### config.mk
export PLATFORM = sky130hd
export DESIGN_NAME = exception_rstatus_writer
export DESIGN_NICKNAME = d
export VERILOG_FILES = /design/src/rtl/exception_rstatus_writer.sv
export SDC_FILE = /design/constraint.sdc
export NUM_CORES = 1
export LEC_CHECK = 0
export ABC_CLOCK_PERIOD_IN_PS = 4500
export BUFFER_PORTS_ARGS = -buffer_cell sky130_fd_sc_hd__buf_2
export CAP_MARGIN = 20
export CORE_MARGIN = 10
export CORE_UTILIZATION = 48
export DETAILED_ROUTE_END_ITERATION = 10
export GPL_TIMING_DRIVEN = 0
export HOLD_SLACK_MARGIN = 0.05
export PLACE_DENSITY = 0.82
export REMOVE_ABC_BUFFERS = 1
export SLEW_MARGIN = 0
export SYNTH_ARGS = -nofsm -noshare
export SYNTH_HDL_FRONTEND = slang
export SYNTH_SLANG_ARGS = --single-unit
### constraint.sdc
create_clock -name clock -period 4.5 [get_ports clock]
set_input_delay 0.45 -clock clock [delete_from_list [all_inputs] [get_ports clock]]
set_output_delay 0.45 -clock clock [all_outputs]
set_load 0.03 [all_outputs]
### src/rtl/exception_rstatus_writer.sv
// ---------------------------------------------------------------------------
// exception_rstatus_writer
//
// Purpose:
//    Turns each accepted overflow exception of the MW-stage instruction into a
//    write of its status code to the status register through a req/ack
//    register-file write port. Up to DEPTH codes are buffered; when the buffer
//    is full and cannot drain this cycle, upstream is stalled. Every accepted
//    exception pulses exc_flush one cycle later so younger instructions can be
//    squashed.
//
// Ports:
//    clock          in   rising-edge clock
//    reset          in   synchronous, active-high reset
//    exc_valid      in   MW-stage instruction valid this cycle
//    add_exc        in   add overflow   (code 1)
//    addi_exc       in   addi overflow  (code 2)
//    sub_exc        in   sub overflow   (code 3)
//    mul_exc        in   mult overflow  (code 4)
//    div_exc        in   div exception  (code 5)
//    stall          out  exception presented but cannot be accepted
//    wr_req         out  write request to the register file
//    wr_ack         in   register file accepted the write this cycle
//    wr_reg         out  destination register, always STATUS_REG
//    wr_data        out  zero-extended code at the head of the buffer
//    exc_flush      out  one-cycle pulse, cycle after an exception is accepted
//    multi_exc_err  out  one-cycle pulse, cycle after an accepted event that
//                        had more than one flag set
//    pending_count  out  number of codes currently buffered
// ---------------------------------------------------------------------------
module exception_rstatus_writer #(
   parameter int STATUS_REG = 30,
   parameter int DATA_WIDTH = 32,
   parameter int DEPTH      = 2
) (
   input  logic                       clock,
   input  logic                       reset,
   input  logic                       exc_valid,
   input  logic                       add_exc,
   input  logic                       addi_exc,
   input  logic                       sub_exc,
   input  logic                       mul_exc,
   input  logic                       div_exc,
   output logic                       stall,
   output logic                       wr_req,
   input  logic                       wr_ack,
   output logic [4:0]                 wr_reg,
   output logic [DATA_WIDTH-1:0]      wr_data,
   output logic                       exc_flush,
   output logic                       multi_exc_err,
   output logic [$clog2(DEPTH):0]     pending_count
);

   localparam int PTR_W = $clog2(DEPTH);
   localparam int CNT_W = PTR_W + 1;

   localparam logic [1:0] OCC_EMPTY   = 2'd0;
   localparam logic [1:0] OCC_PARTIAL = 2'd1;
   localparam logic [1:0] OCC_FULL    = 2'd2;

   logic [4:0]       flags;
   logic [2:0]       code;
   logic             multi;
   logic             ev;
   logic             full;
   logic             pop;
   logic             push;
   logic [2:0]       fifo_mem [DEPTH];
   logic [PTR_W-1:0] wr_ptr;
   logic [PTR_W-1:0] rd_ptr;
   logic [CNT_W-1:0] count;
   logic [1:0]       occ_state;
   logic [1:0]       occ_next;

   // Lowest code wins; clearing the lowest set bit and testing what remains
   // tells us whether more than one flag was raised.
   always_comb begin
      flags = {div_exc, mul_exc, sub_exc, addi_exc, add_exc};
      code  = 3'd0;
      if (add_exc)       code = 3'd1;
      else if (addi_exc) code = 3'd2;
      else if (sub_exc)  code = 3'd3;
      else if (mul_exc)  code = 3'd4;
      else if (div_exc)  code = 3'd5;
      multi = |(flags & (flags - 5'd1));
   end

   // Handshake decode. A pop frees a slot in the same cycle, so a full buffer
   // can still accept a new code if the head is being written.
   always_comb begin
      ev     = exc_valid & (|flags);
      full   = (occ_state == OCC_FULL);
      wr_req = (count != '0);
      pop    = wr_req & wr_ack;
      push   = ev & (~full | pop);
      stall  = ev & full & ~pop;
   end

   always_comb begin
      wr_reg  = 5'(STATUS_REG);
      wr_data = wr_req ? {{(DATA_WIDTH-3){1'b0}}, fifo_mem[rd_ptr]} : '0;
      pending_count = count;
   end

   // Occupancy tracking; FULL is the only state that affects acceptance.
   always_comb begin
      occ_next = occ_state;
      case (occ_state)
         OCC_EMPTY: begin
            if (push) occ_next = OCC_PARTIAL;
         end
         OCC_PARTIAL: begin
            if (push && !pop && count == CNT_W'(DEPTH - 1))
               occ_next = OCC_FULL;
            else if (pop && !push && count == CNT_W'(1))
               occ_next = OCC_EMPTY;
         end
         OCC_FULL: begin
            if (pop && !push) occ_next = OCC_PARTIAL;
         end
         default: occ_next = OCC_EMPTY;
      endcase
   end

   // Pointers, count, occupancy and the post-accept pulses. Reset drops any
   // pending codes without issuing their writes.
   always_ff @(posedge clock) begin
      if (reset) begin
         wr_ptr        <= '0;
         rd_ptr        <= '0;
         count         <= '0;
         occ_state     <= OCC_EMPTY;
         exc_flush     <= 1'b0;
         multi_exc_err <= 1'b0;
      end else begin
         occ_state     <= occ_next;
         exc_flush     <= push;
         multi_exc_err <= push & multi;
         if (push) wr_ptr <= wr_ptr + PTR_W'(1);
         if (pop)  rd_ptr <= rd_ptr + PTR_W'(1);
         if (push && !pop)
            count <= count + CNT_W'(1);
         else if (pop && !push)
            count <= count - CNT_W'(1);
      end
   end

   // Code storage needs no reset: entries are only visible while counted.
   always_ff @(posedge clock) begin
      if (!reset && push) fifo_mem[wr_ptr] <= code;
   end

endmodule
# ---- Word level (Yosys, flattened, before mapping)
# Memory sizes are Yosys's and may differ from the RTL's. A register that Yosys moved wholly into a read port is not among the register bits.
# Cells that the tools add are included.
dict set report word_totals {
  romBits 0
  memories 1
  word_cells 59
  ram_bits 6
  register_bits 8
  inputBits 9
  out_inout_bits 43
  latch_bits 0
}
dict set report classes {
  magnitude_cmp 0
  div_mod_pow 0
  n_bitwise 10
  shifts 0
  mux 17
  eq_ne 6
  reduce_logical 14
  addsub 5
  mul 0
}
# name words word_bits rd rd_ports_with_merged_regs wr line
set mem_list {}
lappend mem_list {fifo_mem 2 3 1 1 1 68} ;# logic [2:0] fifo_mem [DEPTH];
# op count
set op_table {}
lappend op_table {{2-to-1 mux 3 bit} 6}
lappend op_table {{2-to-1 mux 2 bit} 6}
lappend op_table {{OR reduction 5 bit} 2}
lappend op_table {{bitwise AND 1 bit} 6}
lappend op_table {{one-hot mux 2 bit (3 select lines)} 1}
lappend op_table {{bitwise AND 5 bit} 1}
lappend op_table {{logical AND 1 bit} 5}
lappend op_table {{subtractor 5 x 1 -> 5 bit (second input constant)} 1}
lappend op_table {{== test 2 x 1 -> 1 bit (second input constant)} 2}
lappend op_table {{2-to-1 mux 1 bit} 4}
lappend op_table {{nonzero test 2 bit} 2}
lappend op_table {{zero test 1 bit} 3}
lappend op_table {{!= test 3 bit (second input constant)} 1}
lappend op_table {{AND reduction 3 bit} 1}
lappend op_table {{adder 1 bit (second input constant)} 2}
lappend op_table {{adder 2 x 1 -> 2 bit (second input constant)} 1}
lappend op_table {{== test 2 bit (second input constant)} 1}
lappend op_table {{zero test 2 bit} 1}
lappend op_table {{!= test 2 x 1 -> 1 bit (second input constant)} 1}
lappend op_table {{!= test 2 bit (second input constant)} 1}
lappend op_table {{NOT 1 bit} 2}
lappend op_table {{subtractor 2 x 1 -> 2 bit (second input constant)} 1}
lappend op_table {{OR 1 bit} 1}

# ---- Longest topological paths before layout
dict set report logic_depth {
  depth_word 10
  depth_mapped 7
  mapped_depth_nobuf 7
}

# ---- Worst setup path after synthesis
# Ideal clock, no wire load.
dict set report synth_timing {
  kind {flip-flop to output port}
  from {register count[0] (netlist: pending_count[0])}
  to {output port stall}
  stages_incl_launch_ff 6
  slack_ps 2379
  required_time_ps 4050
  t_arrival_ps 1671
  path_cell_list {dfxtp_1 -> inv_1 -> ha_1 -> nor2b_1 -> buf_1 -> nor3_1}
}
dict set report synth_via {
  elab_chain_len 4
}
# element line
set synth_lines {}
lappend synth_lines {{start, declared} 71} ;# logic [CNT_W-1:0] count;
lappend synth_lines {{start signal, assigned} 142} ;# count <= count + CNT_W'(1);
lappend synth_lines {{start signal, assigned} 144} ;# count <= count - CNT_W'(1);
lappend synth_lines {{nonzero test 2 bit} 93} ;# wr_req = (count != '0);
lappend synth_lines {{bitwise AND 1 bit} 94} ;# pop = wr_req & wr_ack;
lappend synth_lines {{NOT 1 bit} 96} ;# stall = ev & full & ~pop;
lappend synth_lines {{bitwise AND 1 bit} 96}
lappend synth_lines {{end, declared} 44} ;# output logic stall,
# No other way between the ends.

# ---- Worst setup path after layout
dict set report layout_timing {
  from {register count[0] (netlist: pending_count[0])}
  to {memory fifo_mem[0][0] (enable)}
}
dict set report layout_via {
  elab_chain_len 7
}
# element line
set layout_lines {}
lappend layout_lines {{nonzero test 2 bit} 93}
lappend layout_lines {{bitwise AND 1 bit} 94}
lappend layout_lines {{OR 1 bit} 95} ;# push = ev & (~full | pop);
lappend layout_lines {{bitwise AND 1 bit} 95}
lappend layout_lines {{logical AND 1 bit} 150} ;# if (!reset && push) fifo_mem[wr_ptr] <= code;
lappend layout_lines {{2-to-1 mux 1 bit} 150}
lappend layout_lines {{2-to-1 mux 1 bit (implied by the code)} 150}
lappend layout_lines {{end, declared} 68}
# No other way between the ends.

==> results.toml <==
[clock_network]
htree_levels = 1
clk_latency_ps = 290
cts_tree = "built"
postCtsSetupRepairBufs = 0
postCtsResizedCells = 0
path_clk_slew_ps = 90
cts_sinks = 15
ctsHoldBuffers = 0
cts_buffer_depth = 2
cts_buffers = 3
cts_root_buffer = "clkbuf_4"

[route]
drt-pass1-iter-count = 4
met2WireLength_um = 758
drt_wl_total_mm = 1.942
vias_per_cell = 4.538
top_layer = "met4"
first_iter_violations = 14
vias = 717
drcViolationCount = 0
route.met3.wl_um = 291
post_drt_wl_per_cell_um = 12.29
ant_nets = 0
m1WireLength_um = 823

[synthesis]
seq_area_frac_synth_pct = 34.41
avgSynthCellArea_um2 = 9.028
synth_cells = 116
ys.flop_type = "dfxtp_1"
async_flop_share_pct = 0
synth-edff-count = 6
post-synth-top-count-cell = "buf_4"
syn_area_mm2 = 0.001047
synth_warnings = 0
synthTopCellsByArea = "buf_4 24%, dfxtp_1 17%, edfxtp_1 17%, nor2_1 4.7%, mux2i_1 2.9%"
synth_cell_types = 41
synth-seq-cells = 15
yosysTopAreaCell = "buf_4"
synth_top_area_share_pct = 24.37
synth_common_cells = "34 x buf_4, 13 x nor2_1, 9 x dfxtp_1"

[setup_path]
crit_fanout = 11
end_kind = "register"
critPathSlowestCell = "nor2b_1"
critPathTopFamily = "simple AND/OR/NAND/NOR gates"
critPathLaunchType = "register"
required_ps = 4470
critPathArrivalTime_ps = 2410
crit_path_max_incr_delay_ps = 610
crit_chain = "inv_1 -> ha_1 -> nor2b_1 -> o221ai_1 -> or2_1 -> nor2_1"
cp.buffers_inverters = 1
criticalPathCategory = "register to register"

[sta]
setup_slack_ps = 2064
timing.setup.tns_ps = 0
grt_setup_unrepaired = "no"
slew_headroom_pct = 49.47
tightestPinTransition_ps = 756.4
setup_viol = 0
fin_crit_sh_pct = 54.14
clock_skew_ps = 7.319
slew_violations = 0
fin_crit_ps = 2436
max_freq_mhz = 410.5
finalHoldViolations = 0

[place]
gp_congestion = 0.7491
hpwl_mm = 1.631
place.port_buffers = 17
dp_slack_ps = 2086
place_inst = 154

[power]
p_per_area_mw_per_mm2 = 387.9
p_leak_nw = 0.4851
p_total_w = 0.0004009
ir_drop_mv = 0.2107

[die]
core_area_mm2 = 0.002022
ioPinCount = 52
die_x_um = 66.71
rows = 16
die_area_mm2 = 0.004450
initial_utilization_pct = 51.79
die_y_um = 66.71

[flow_run]
drv_cap = 0

[finish]
area_growth_pct = -1.314
final_cells = 158
diodes = 0
fin_nets = 143
drive_gt1_share_pct = 17.56
fin_util_pct = 51.11

[min_path]
min_path_type = "primary input to register"

[grt]
track_usage_pct = 8.426
antenna_found_initial = 0
grt_pass1_vias = 721
gr-total-overflow = 0
grt_start_max_net_pins = 12
grt_pass1_wl_mm = 2.884

[outcome]
status = "finished, final reports clean"
## through the flow
| step | hold slack, ps | cell area (um2) |
|---|---|---|
| 2_1_floorplan | 481.3 | 888.4 |
| 3_3_place_gp | 494.0 | 1007 |
| 3_5_place_dp | 497.6 | 1007 |
| 4_1_cts | 435.8 | 1033 |
| 5_1_grt | 460.5 | 1033 |
| 6_report | 448.0 | 1033 |
## area by class of cell
type,count,area (um2)
multi-input cells,90,509.2
inverters,5,18.77
fillers,206,988.4
repair buffers,17,85.08
clock buffers,4,26.28
well taps,27,33.78
flip-flops and latches,15,360.3
## cells by family (layout without fill, tap and decap cells)
logic type	after synthesis	count (layout)	share of synthesized area, %
and+or+nand+nor	32	32	15.77
AOI/OAI and AO/OA	15	15	11.71
muxes	4	4	3.943
adders and majority gates	3	3	3.345
other	2	34	0.7171
buffers and inverters	43	26	28.43
xor gates and xnor gates	2	2	1.673
DFF	15	15	34.41
## power breakdown
group	internal [W]	switching, W	leakage, nW
clock	0.0000345	0.0000416	0.0150
combinational	0.0000427	0.000116	0.339
sequential	0.000156	0.00000983	0.131
total	0.000233	0.000168	0.485
## layer usage
layer  up-vias  track usage (%)
met5         -                0
met4         0            8.115
met3         4            3.679
met2        51            11.97
met1       311            9.039
li1        351                -
## state kept, by name (all words and copies together) (netlist names), named ones only
register / cells
occ_state: 2
exc_flush: 1
fifo_mem: 6
pending_count: 2
multi_exc_err: 1
wr_ptr: 1
rd_ptr: 1
## placed cells by master (no fill, tap or decap), types with 3 or more instances in the layout
cell      Yosys  routed
conb_1        2      34
buf_2         1      17
nor3_1        3       3
nor2b_1       3       3
mux2i_1       3       3
edfxtp_1      6       6
clkbuf_4      0       3
inv_1         5       5
nor2_1       13      13
dfxtp_1       9       9
## worst paths after layout
check	startpoint	end	slack, ps	cells past startpoint
max reg2reg	pending_count[0]	fifo_mem[0][0]	2060	6
max	pending_count[0]	fifo_mem[0][0]	2060	6
min reg2reg	rd_ptr	rd_ptr	520	2
min	addi_exc	multi_exc_err	450	3
## worst min-delay path, stage by stage
cell and delay [ps]:
buf_2 100, o22ai_1 60, nor2_1 80
No activity file was read; power rests on OpenSTA's default activity.
